==> config.mk <==
export PLATFORM = sky130hd
export DESIGN_NAME = baby_cdb_fifo
export DESIGN_NICKNAME = d
export VERILOG_FILES = /design/src/rtl/baby_cdb_fifo_pkg.sv /design/src/rtl/baby_cdb_fifo_ebr.sv /design/src/rtl/baby_cdb_fifo.sv
export SDC_FILE = /design/constraint.sdc
export NUM_CORES = 1
export LEC_CHECK = 0
export BUFFER_PORTS_ARGS = -buffer_cell sky130_fd_sc_hd__buf_2
export CAP_MARGIN = 15
export CORE_MARGIN = 5
export CORE_UTILIZATION = 50
export DETAILED_ROUTE_END_ITERATION = 16
export GPL_TIMING_DRIVEN = 0
export PLACE_DENSITY = 0.73
export SYNTH_ARGS = -nofsm -noshare
export SYNTH_HDL_FRONTEND = slang
export SYNTH_SLANG_ARGS = --single-unit
==> constraint.sdc <==
create_clock -name clk -period 3.05 [get_ports clk]
set_input_delay 0.305 -clock clk [delete_from_list [all_inputs] [get_ports clk]]
set_output_delay 0.305 -clock clk [all_outputs]
set_load 0.005 [all_outputs]
==> src/rtl/baby_cdb_fifo_pkg.sv <==
// rtl/baby_cdb_fifo_pkg.sv - shared CDB result type and branch-mask width
// Purpose: common types used by the per-unit result FIFO and its helpers.
//   EBR_MASK_SIZE : number of in-flight branches tracked per result
//   cdb_t         : common data bus result (valid, branch mask, tag, value)
package baby_cdb_fifo_pkg;

    localparam int EBR_MASK_SIZE = 4;
    localparam int TAG_W         = 6;
    localparam int XLEN          = 32;

    typedef struct packed {
        logic                     valid;
        logic [EBR_MASK_SIZE-1:0] ebr_mask;
        logic [TAG_W-1:0]         tag;
        logic [XLEN-1:0]          value;
    } cdb_t;

endpackage

==> src/rtl/baby_cdb_fifo_ebr.sv <==
// rtl/baby_cdb_fifo_ebr.sv - branch resolution of one result's valid bit and mask
// Purpose: applies a resolving branch to a single entry.
//   i_valid / i_mask          : entry state before resolution
//   i_bra_done                : a branch resolves this cycle
//   i_bra_mispredict          : the resolving branch mispredicted
//   i_bra_id                  : one-hot id of the resolving branch
//   o_valid / o_mask          : entry state after resolution (pass-through when idle)
module ebr_resolve
    import baby_cdb_fifo_pkg::*;
(
    input  logic                     i_valid,
    input  logic [EBR_MASK_SIZE-1:0] i_mask,
    input  logic                     i_bra_done,
    input  logic                     i_bra_mispredict,
    input  logic [EBR_MASK_SIZE-1:0] i_bra_id,
    output logic                     o_valid,
    output logic [EBR_MASK_SIZE-1:0] o_mask
);

    logic w_hit;

    assign w_hit = |(i_mask & i_bra_id);

    always_comb begin
        o_valid = i_valid;
        o_mask  = i_mask;
        if (i_bra_done) begin
            // The branch is no longer speculative either way, so its bit goes.
            o_mask = i_mask & ~i_bra_id;
            if (i_bra_mispredict && w_hit) begin
                o_valid = 1'b0;
            end
        end
    end

endmodule

==> src/rtl/baby_cdb_fifo.sv <==
// rtl/baby_cdb_fifo.sv - per-execution-unit result FIFO feeding the BIG CDB queue
// Purpose: buffers completed results, presents the oldest live one, and tracks
// branch resolution on every held entry (killed entries become holes).
//   clk, rst (async, active-low)
//   push, push_data          : result from the execution unit
//   full                     : registered; unit must not push while high
//   enqueue, rdata           : head entry offered to the BIG queue
//   dequeue_bb               : BIG queue accepted the head
//   bra_done, bra_mispredict, bra_id : branch resolution broadcast
module baby_cdb_fifo
    import baby_cdb_fifo_pkg::*;
#(
    parameter int DEPTH = 4
) (
    input  logic                     clk,
    input  logic                     rst,
    input  logic                     push,
    input  cdb_t                     push_data,
    output logic                     full,
    output logic                     enqueue,
    output cdb_t                     rdata,
    input  logic                     dequeue_bb,
    input  logic                     bra_done,
    input  logic                     bra_mispredict,
    input  logic [EBR_MASK_SIZE-1:0] bra_id
);

    localparam int IDX_W = $clog2(DEPTH);
    localparam int PTR_W = IDX_W + 1;

    cdb_t                     r_mem [DEPTH];
    logic [PTR_W-1:0]         r_head;
    logic [PTR_W-1:0]         r_tail;
    logic                     r_full;

    logic                     w_empty;
    cdb_t                     w_head_entry;
    logic                     w_pop;
    logic                     w_push_ok;
    logic                     w_push_res_valid;
    logic [EBR_MASK_SIZE-1:0] w_push_res_mask;
    cdb_t                     w_push_entry;
    logic [PTR_W-1:0]         w_head_nxt;
    logic [PTR_W-1:0]         w_tail_nxt;
    logic                     w_res_valid [DEPTH];
    logic [EBR_MASK_SIZE-1:0] w_res_mask  [DEPTH];

    for (genvar g = 0; g < DEPTH; g++) begin : g_ebr
        ebr_resolve u_ebr (
            .i_valid          (r_mem[g].valid),
            .i_mask           (r_mem[g].ebr_mask),
            .i_bra_done       (bra_done),
            .i_bra_mispredict (bra_mispredict),
            .i_bra_id         (bra_id),
            .o_valid          (w_res_valid[g]),
            .o_mask           (w_res_mask[g])
        );
    end

    // The incoming result is resolved too, so a result born under a branch
    // that dies this cycle never enters the FIFO.
    ebr_resolve u_ebr_push (
        .i_valid          (1'b1),
        .i_mask           (push_data.ebr_mask),
        .i_bra_done       (bra_done),
        .i_bra_mispredict (bra_mispredict),
        .i_bra_id         (bra_id),
        .o_valid          (w_push_res_valid),
        .o_mask           (w_push_res_mask)
    );

    assign w_empty      = (r_head == r_tail);
    assign w_head_entry = r_mem[r_head[IDX_W-1:0]];

    // Registered state only; the BIG queue applies its own same-cycle kill.
    assign enqueue = !w_empty && w_head_entry.valid;
    assign rdata   = w_head_entry;
    assign full    = r_full;

    // A hole at the head drains on its own, one per cycle.
    assign w_pop     = !w_empty && (!w_head_entry.valid || dequeue_bb);
    assign w_push_ok = push && !r_full && w_push_res_valid;

    assign w_head_nxt = r_head + PTR_W'(w_pop);
    assign w_tail_nxt = r_tail + PTR_W'(w_push_ok);

    always_comb begin
        w_push_entry          = push_data;
        w_push_entry.valid    = 1'b1;
        w_push_entry.ebr_mask = w_push_res_mask;
    end

    always_ff @(posedge clk or negedge rst) begin
        if (!rst) begin
            r_head <= '0;
            r_tail <= '0;
            r_full <= 1'b0;
            for (int i = 0; i < DEPTH; i++) begin
                r_mem[i] <= '0;
            end
        end else begin
            r_head <= w_head_nxt;
            r_tail <= w_tail_nxt;
            r_full <= (w_head_nxt[IDX_W-1:0] == w_tail_nxt[IDX_W-1:0]) &&
                      (w_head_nxt[IDX_W] != w_tail_nxt[IDX_W]);
            for (int i = 0; i < DEPTH; i++) begin
                // The tail slot is never live while not full, so a write
                // there cannot collide with resolution of a held entry.
                if (w_push_ok && (r_tail[IDX_W-1:0] == IDX_W'(i))) begin
                    r_mem[i] <= w_push_entry;
                end else begin
                    r_mem[i].valid    <= w_res_valid[i];
                    r_mem[i].ebr_mask <= w_res_mask[i];
                end
            end
        end
    end

endmodule

# Word level (Yosys, flattened, before mapping)
# Index checks and enable logic that the tools add are counted.
[word_totals] ff_bits=179 input_bits=53
[classes] addsub=2 order_cmp=1 eq_ne=6 n_mux=22 bitwise=12 n_reduce_logical=36
[ops] op="$bmux 43 s2" count=1
[ops] op="$mux 43" count=2
[ops] op="$and 4x4->4" count=10
[ops] op="$mux 4" count=5
[ops] op="$mux 5" count=4
[ops] op="$reduce_or 4->1" count=5
[ops] op="$reduce_bool 2->1" count=8
[ops] op="$logic_and 1x1->1" count=14
[ops] op="$mux 1" count=10
[ops] op="$reduce_and 2->1" count=4
[ops] op="$add 3x1->3" count=2
[ops] op="$eq 2x2->1 const B" count=2
[ops] op="$not 4->4" count=1
[ops] op="$eq 3x3->1" count=1
[ops] op="$ge 3x3->1 const B" count=1
[ops] op="$logic_not 1->1" count=3
[ops] op="$not 2->3" count=1
[ops] op="$eq 2x1->1 const B" count=1
[ops] op="$eq 2x2->1" count=1
[ops] op="$logic_not 2->1" count=1
[ops] op="$logic_or 1x1->1" count=1
[ops] op="$ne 1x1->1" count=1

# Longest topological paths before layout
[depth] ltp_word=10 ltp_mapped=10

# By module
# Synthesis repeated with hierarchy kept, for this count alone.
[unflattened] hier_cells=490 area_unflattened_um2=8087.8
[modules_own_cells] mod="baby_cdb_fifo" instances=1 cells_each=450 area_per_inst_um2=7762.4 seq_area_each_um2=4479.3
[modules_own_cells] mod="ebr_resolve" instances=5 cells_each=8 area_per_inst_um2=65.1 seq_area_each_um2=0.0

# Worst setup path after synthesis
# OpenSTA, ideal clock, no wires.
[synth_path] path_type="flip-flop to flip-flop" from="reg r_head[1]" to="reg r_full, in the netlist full" setup_time_ns=0.088 arrival_ns=2.209 slack_ns=0.753 path_stages_with_launch=11 path_buffers=2 period_less_slack_ns=2.297 path_cell_list="dfrtp_1 > clkbuf_1 > buf_1 > xnor2_1 > nand3_1 > a21boi_0 > ha_1 > ha_1 > xnor2_1 > nand2_1 > nor3b_1"
[synth_via] elab_chain_len=10 elab_cells_between_ends=13 classes_between="add/sub (1); eq/ne (3); mux (3); bitwise (1); reduce/logical (5)"
[synth_lines] element="from (decl)" line_no="baby_cdb_fifo.sv:32" source="logic [PTR_W-1:0] r_head;"
[synth_lines] element="from (signal assigned)" line_no="baby_cdb_fifo.sv:102" source="r_head <= w_head_nxt;"
[synth_lines] element="$not 2->3 (implied by the code)" line_no="baby_cdb_fifo.sv:73" source="assign w_head_entry = r_mem[r_head[IDX_W-1:0]];"
[synth_lines] element="$bmux 43 s2" line_no="baby_cdb_fifo.sv:73"
[synth_lines] element="$mux 43 (implied by the code) (2 in a row)" line_no="baby_cdb_fifo.sv:73"
[synth_lines] element="$logic_not 1->1" line_no="baby_cdb_fifo.sv:81" source="assign w_pop = !w_empty && (!w_head_entry.valid || dequeue_bb);"
[synth_lines] element="$logic_or 1x1->1" line_no="baby_cdb_fifo.sv:81"
[synth_lines] element="$logic_and 1x1->1" line_no="baby_cdb_fifo.sv:81"
[synth_lines] element="$add 3x1->3 (*)" line_no="baby_cdb_fifo.sv:84" source="assign w_head_nxt = r_head + PTR_W'(w_pop);"
[synth_lines] element="named net w_head_nxt[1]" line_no="baby_cdb_fifo.sv:43" source="logic [PTR_W-1:0] w_head_nxt;"
[synth_lines] element="$eq 2x2->1 (*)" line_no="baby_cdb_fifo.sv:104" source="r_full <= (w_head_nxt[IDX_W-1:0] == w_tail_nxt[IDX_W-1:0]) &&"
[synth_lines] element="$logic_and 1x1->1 (*)" line_no="baby_cdb_fifo.sv:104"
[synth_lines] element="to (signal assigned)" line_no="baby_cdb_fifo.sv:104"
[synth_lines] element="to (decl)" line_no="baby_cdb_fifo.sv:34" source="logic r_full;"
# Mark *: on every way through the listed nets, which the timed path passes. The rest lies on a longest branch. The select of a mux whose other input is x is not followed.
# A chain may end at the register's enable or synchronous reset.

==> results.md <==
- The count of unique library cells instantiated by Yosys is 30.
- Dividing the detail-routed via count by the number of cells gives between 5 and 6.
- The worst setup path is of the register to output port kind.
- The tool flagged a number of max-cap violations equal to 0.
- During placement, the flow inserted port buffers numbering 96.
- The clock period could shrink to 2.73 ns.
- In the final design database the tool counted between 600 and 700 nets.
- The first-pass GRT wire length is 28,300 microns.
- The total iterations of the first detailed-routing run is 4.
- The H-tree was split into 4 levels.
- The number of antenna violations at the first check in global routing is 1.
- Setup repair after global routing left no endpoint under its margin.
- The share of layout cells above drive strength 1 is 57.8%.
- The most common library cell in the layout ignoring fill and taps is sky130_fd_sc_hd__dfrtp_1.
- The flow ran to the end, and the final reports show no timing, DRC or antenna violations.
- The gate count after technology mapping is between 400 and 500.
- In this run the remaining antenna-violating nets after routing total 0.
- The die covers ~19,000 sq um.
- After synthesis, the largest area contributor takes up roughly 54% of total cell area.
- The initial utilization of the core area, before any placement, comes to between 50% and 60%.
- After synthesis, the cell types taking the most area are sky130_fd_sc_hd__dfrtp_1 (54%), sky130_fd_sc_hd__mux2_4 (13%), sky130_fd_sc_hd__mux4_2 (12%), sky130_fd_sc_hd__mux2_2 (11%), sky130_fd_sc_hd__buf_12 (1.9%).
- The number of hold-slack violations in the final timing report is 0.
- For this design, the sink count on the clock tree is between 150 and 200.
- STA classifies the critical path endpoint as an output port.
- Counting along the longest clock path gives a buffer depth of 2.
- The worst setup slack for register-to-register paths is between 0.4 and 0.5 ns.
- The synthesized area per cell is about 17 sq um.
- The leakage power of the design is 4.63 nW.
- The number of warnings reported in the yosys synthesis log is 0.
- The class of the most critical hold timing path is input port to register.
- The sequential fraction of the synthesis area is a little over half.
- The cell row count is 47.
- The via count of the first global-routing pass is approximately 5,100.
- In this run the tightest slew margin relative to its limit is 53.8%.
- The sum of negative setup slack is 0 ns.
- Along the worst path, the maximum fanout reaches 10.
- The placeable core area is ~16,000 sq um.
- Setup violations remaining at the end of the flow were counted as 0.
- The top cell types in the final layout, fill and taps aside, are sky130_fd_sc_hd__dfrtp_1 (179), sky130_fd_sc_hd__buf_2 (105), sky130_fd_sc_hd__mux2_2 (82).
- For the worst-skew pair, the clock arrives at the later sink with an insertion delay of approximately 0.43 ns.
- The final routed wirelength across all metal layers is 17,300 microns.
- The all-layer global routing usage is between 10% and 20%.
- Summing every instance area after synthesis gives ~8300 sq um.
- The data required time at the worst endpoint is between 2 and 3 ns.
- Clock tree synthesis selected as its root buffer the cell sky130_fd_sc_hd__clkbuf_16.
- For this run, the share of the core covered by cells in the final layout is 59.4%.
- The most prevalent standard cell on the critical path is sky130_fd_sc_hd__buf_2.
- In the finished design, the share of the clock period the worst path needs comes to 89.4%.
- The number of nets in the synthesized netlist is approximately 550.
- The total vias in the final route is about 4,600.
- The kind of cell adding the most delay to the critical path is buffers and inverters.
- The number of buffers and inverters on the critical path is 3.
- At the pin with the least slew margin, the transition time is around 0.69 ns.
- On the final layout, the worst clock skew is 0.00820 ns.
- The height of the chip is 139 microns.
- After clock tree synthesis, the clock-pin slew on the worst setup and hold paths is 0.07 ns.
- The global route total overflow is 0.
- VDD sags by at most 0.705 mV.
- The maximum number of pins on one net before global-route repair is 94.
- STA puts the critical path data arrival time at ~2.4 ns.
- The clock buffer count from CTS is 17.
- Traced cell by cell, the critical path runs through clkbuf_1 -> buf_2 -> mux4_2 -> buf_2.
- For this design the ratio of total power to cell area is around 1100 nW/um^2.
- For this run, the slowest stage of the critical path takes about 0.59 ns.
- Detailed placement finished with a half-perimeter wire length of around 12,000 microns.
- From synthesis to final layout, the design area changed by 17.5%.
- For this design the top-level I/O count stands at just under 100.
- After detailed routing, the average wire length per cell comes to 20.6 microns.
- The worst setup path is launched from a register.
- The slowest cell on the critical path is sky130_fd_sc_hd__mux4_2.
- The number of pins exceeding their max-slew limit in the final report is 0.
- The floorplan step set the die width to between 100 and 150 microns.
- The clock tree from TritonCTS is done.
- The number of design-rule violations left by the first detailed-router iteration is 282.
- 0 antenna diodes ended up in the layout.
- The congestion estimate from routability-driven global placement came to approximately 0.86.
- The synthesized design spends more area on one cell type than any other, namely sky130_fd_sc_hd__dfrtp_1.
- The synthesized design contains 179 register bits.
- Based on the critical path, the design can be clocked at up to approximately 370 MHz.
- After detailed routing, the number of remaining DRC violations is 0.
worst register-to-register path, cell delays in order, from the launching register on:
cell and delay (ns):
sky130_fd_sc_hd__dfrtp_1 0.35, sky130_fd_sc_hd__clkbuf_1 0.45, sky130_fd_sc_hd__buf_2 0.44, sky130_fd_sc_hd__xnor2_1 0.17, sky130_fd_sc_hd__nand3_1 0.10, sky130_fd_sc_hd__a21boi_0 0.14
sky130_fd_sc_hd__ha_1 0.19, sky130_fd_sc_hd__ha_1 0.30, sky130_fd_sc_hd__xnor2_1 0.14, sky130_fd_sc_hd__nand2_1 0.06, sky130_fd_sc_hd__nor3b_1 0.18
layout make-up:
| cell class | instances | area (sq um) |
|---|---|---|
| fill | 1274 | 6680 |
| sequential | 179 | 4480 |
| multi-input combinational | 280 | 3540 |
| timing repair buffer | 98 | 528 |
| clock buffer | 21 | 480 |
| buffer | 29 | 302 |
| tap | 220 | 275 |
| clock inverter | 11 | 173 |
| inverter | 1 | 3.75 |
power by group:
group | total [W] | switching (W) | internal [W]
combinational | 0.00465 | 0.00174 | 0.00291
clock | 0.00239 | 0.000923 | 0.00147
sequential | 0.00421 | 0.000654 | 0.00356
worst paths after layout:
kind | start | to | cells after the start
setup / recovery | r_head[0] | rdata[28] | 4
hold / removal | push_data[12] | r_mem[98] | 2
setup reg to reg | r_head[0] | full | 10
hold reg to reg | r_mem[16] | r_mem[16] | 1
max in group asynchronous | rst | r_mem[89] | 3
min in group asynchronous | rst | r_mem[155] | 2
cells in the mapped netlist:
library cell                 n
sky130_fd_sc_hd__a21boi_0    1
sky130_fd_sc_hd__a21oi_2     1
sky130_fd_sc_hd__a221oi_1    4
sky130_fd_sc_hd__a22o_2      4
sky130_fd_sc_hd__a22oi_2     2
sky130_fd_sc_hd__and2_1      1
sky130_fd_sc_hd__buf_1       1
sky130_fd_sc_hd__buf_12      8
sky130_fd_sc_hd__buf_2       9
sky130_fd_sc_hd__buf_4       1
sky130_fd_sc_hd__buf_6       6
sky130_fd_sc_hd__clkbuf_1    4
sky130_fd_sc_hd__dfrtp_1   179
sky130_fd_sc_hd__ha_1        4
sky130_fd_sc_hd__inv_1       1
sky130_fd_sc_hd__mux2_2     82
sky130_fd_sc_hd__mux2_4     70
sky130_fd_sc_hd__mux2i_1    16
sky130_fd_sc_hd__mux4_2     43
sky130_fd_sc_hd__nand2_1    31
sky130_fd_sc_hd__nand2b_1    2
sky130_fd_sc_hd__nand3_1     1
sky130_fd_sc_hd__nor2_1      2
sky130_fd_sc_hd__nor3_2      1
sky130_fd_sc_hd__nor3b_1     1
sky130_fd_sc_hd__o21ai_0     4
sky130_fd_sc_hd__or4_1       1
sky130_fd_sc_hd__or4b_1      2
sky130_fd_sc_hd__xnor2_1     5
sky130_fd_sc_hd__xor2_1      2
state kept, by name, summed over array words and instances (netlist names):
register  count
r_head        3
r_mem       172
full          1
r_tail        3
metal layers:
metal  GRT usage (%)  wire [microns]  vias to the layer above
met4            4.58             172                        2
met3            5.41             746                       17
met5               0              13                        -
met1            25.1            7660                     2449
met2            30.5            8710                      109
li1                -               -                     2054
what timing repair did:
action | in CTS | in global routing
hold buffers | 1 | 0
resized for setup | 1 | 2
hold endpoints to repair | 86 | 0
pin swaps | 0 | 0
gates cloned | 0 | 0
setup endpoints to repair | 10 | 3
buffers inserted | 0 | 0
stage by stage:
step / total power, W / std cells / hold WS (ns) / area, sq um / setup WS, ns
after global routing: 0.0119 / 839 / 0.131 / 9780 / 0.0891
after CTS: 0.0114 / 839 / 0.125 / 9780 / 0.0809
after floorplan: 0.00745 / 489 / 0.00941 / 8330 / 0.753
after detailed placement: 0.00896 / 806 / 0.346 / 9120 / 0.137
after global placement: 0.00871 / 805 / 0.482 / 9080 / -0.899
final: 0.0112 / 839 / 0.147 / 9780 / 0.324
kinds of logic (layout without fill, tap and decap cells):
logic type / Yosys count / count (layout) / share of synthesized area [%]
multiplexers: 211 / 211 / 37.3
flip-flops: 179 / 179 / 53.8
AND/OR/NAND/NOR: 42 / 42 / 2.31
buffers and inverters: 30 / 160 / 3.64
AO/OA/AOI/OAI: 16 / 16 / 1.64
XOR/XNOR: 7 / 7 / 0.736
adder cells (fa/ha/maj): 4 / 4 / 0.601
(Power assumes the default switching activity.)
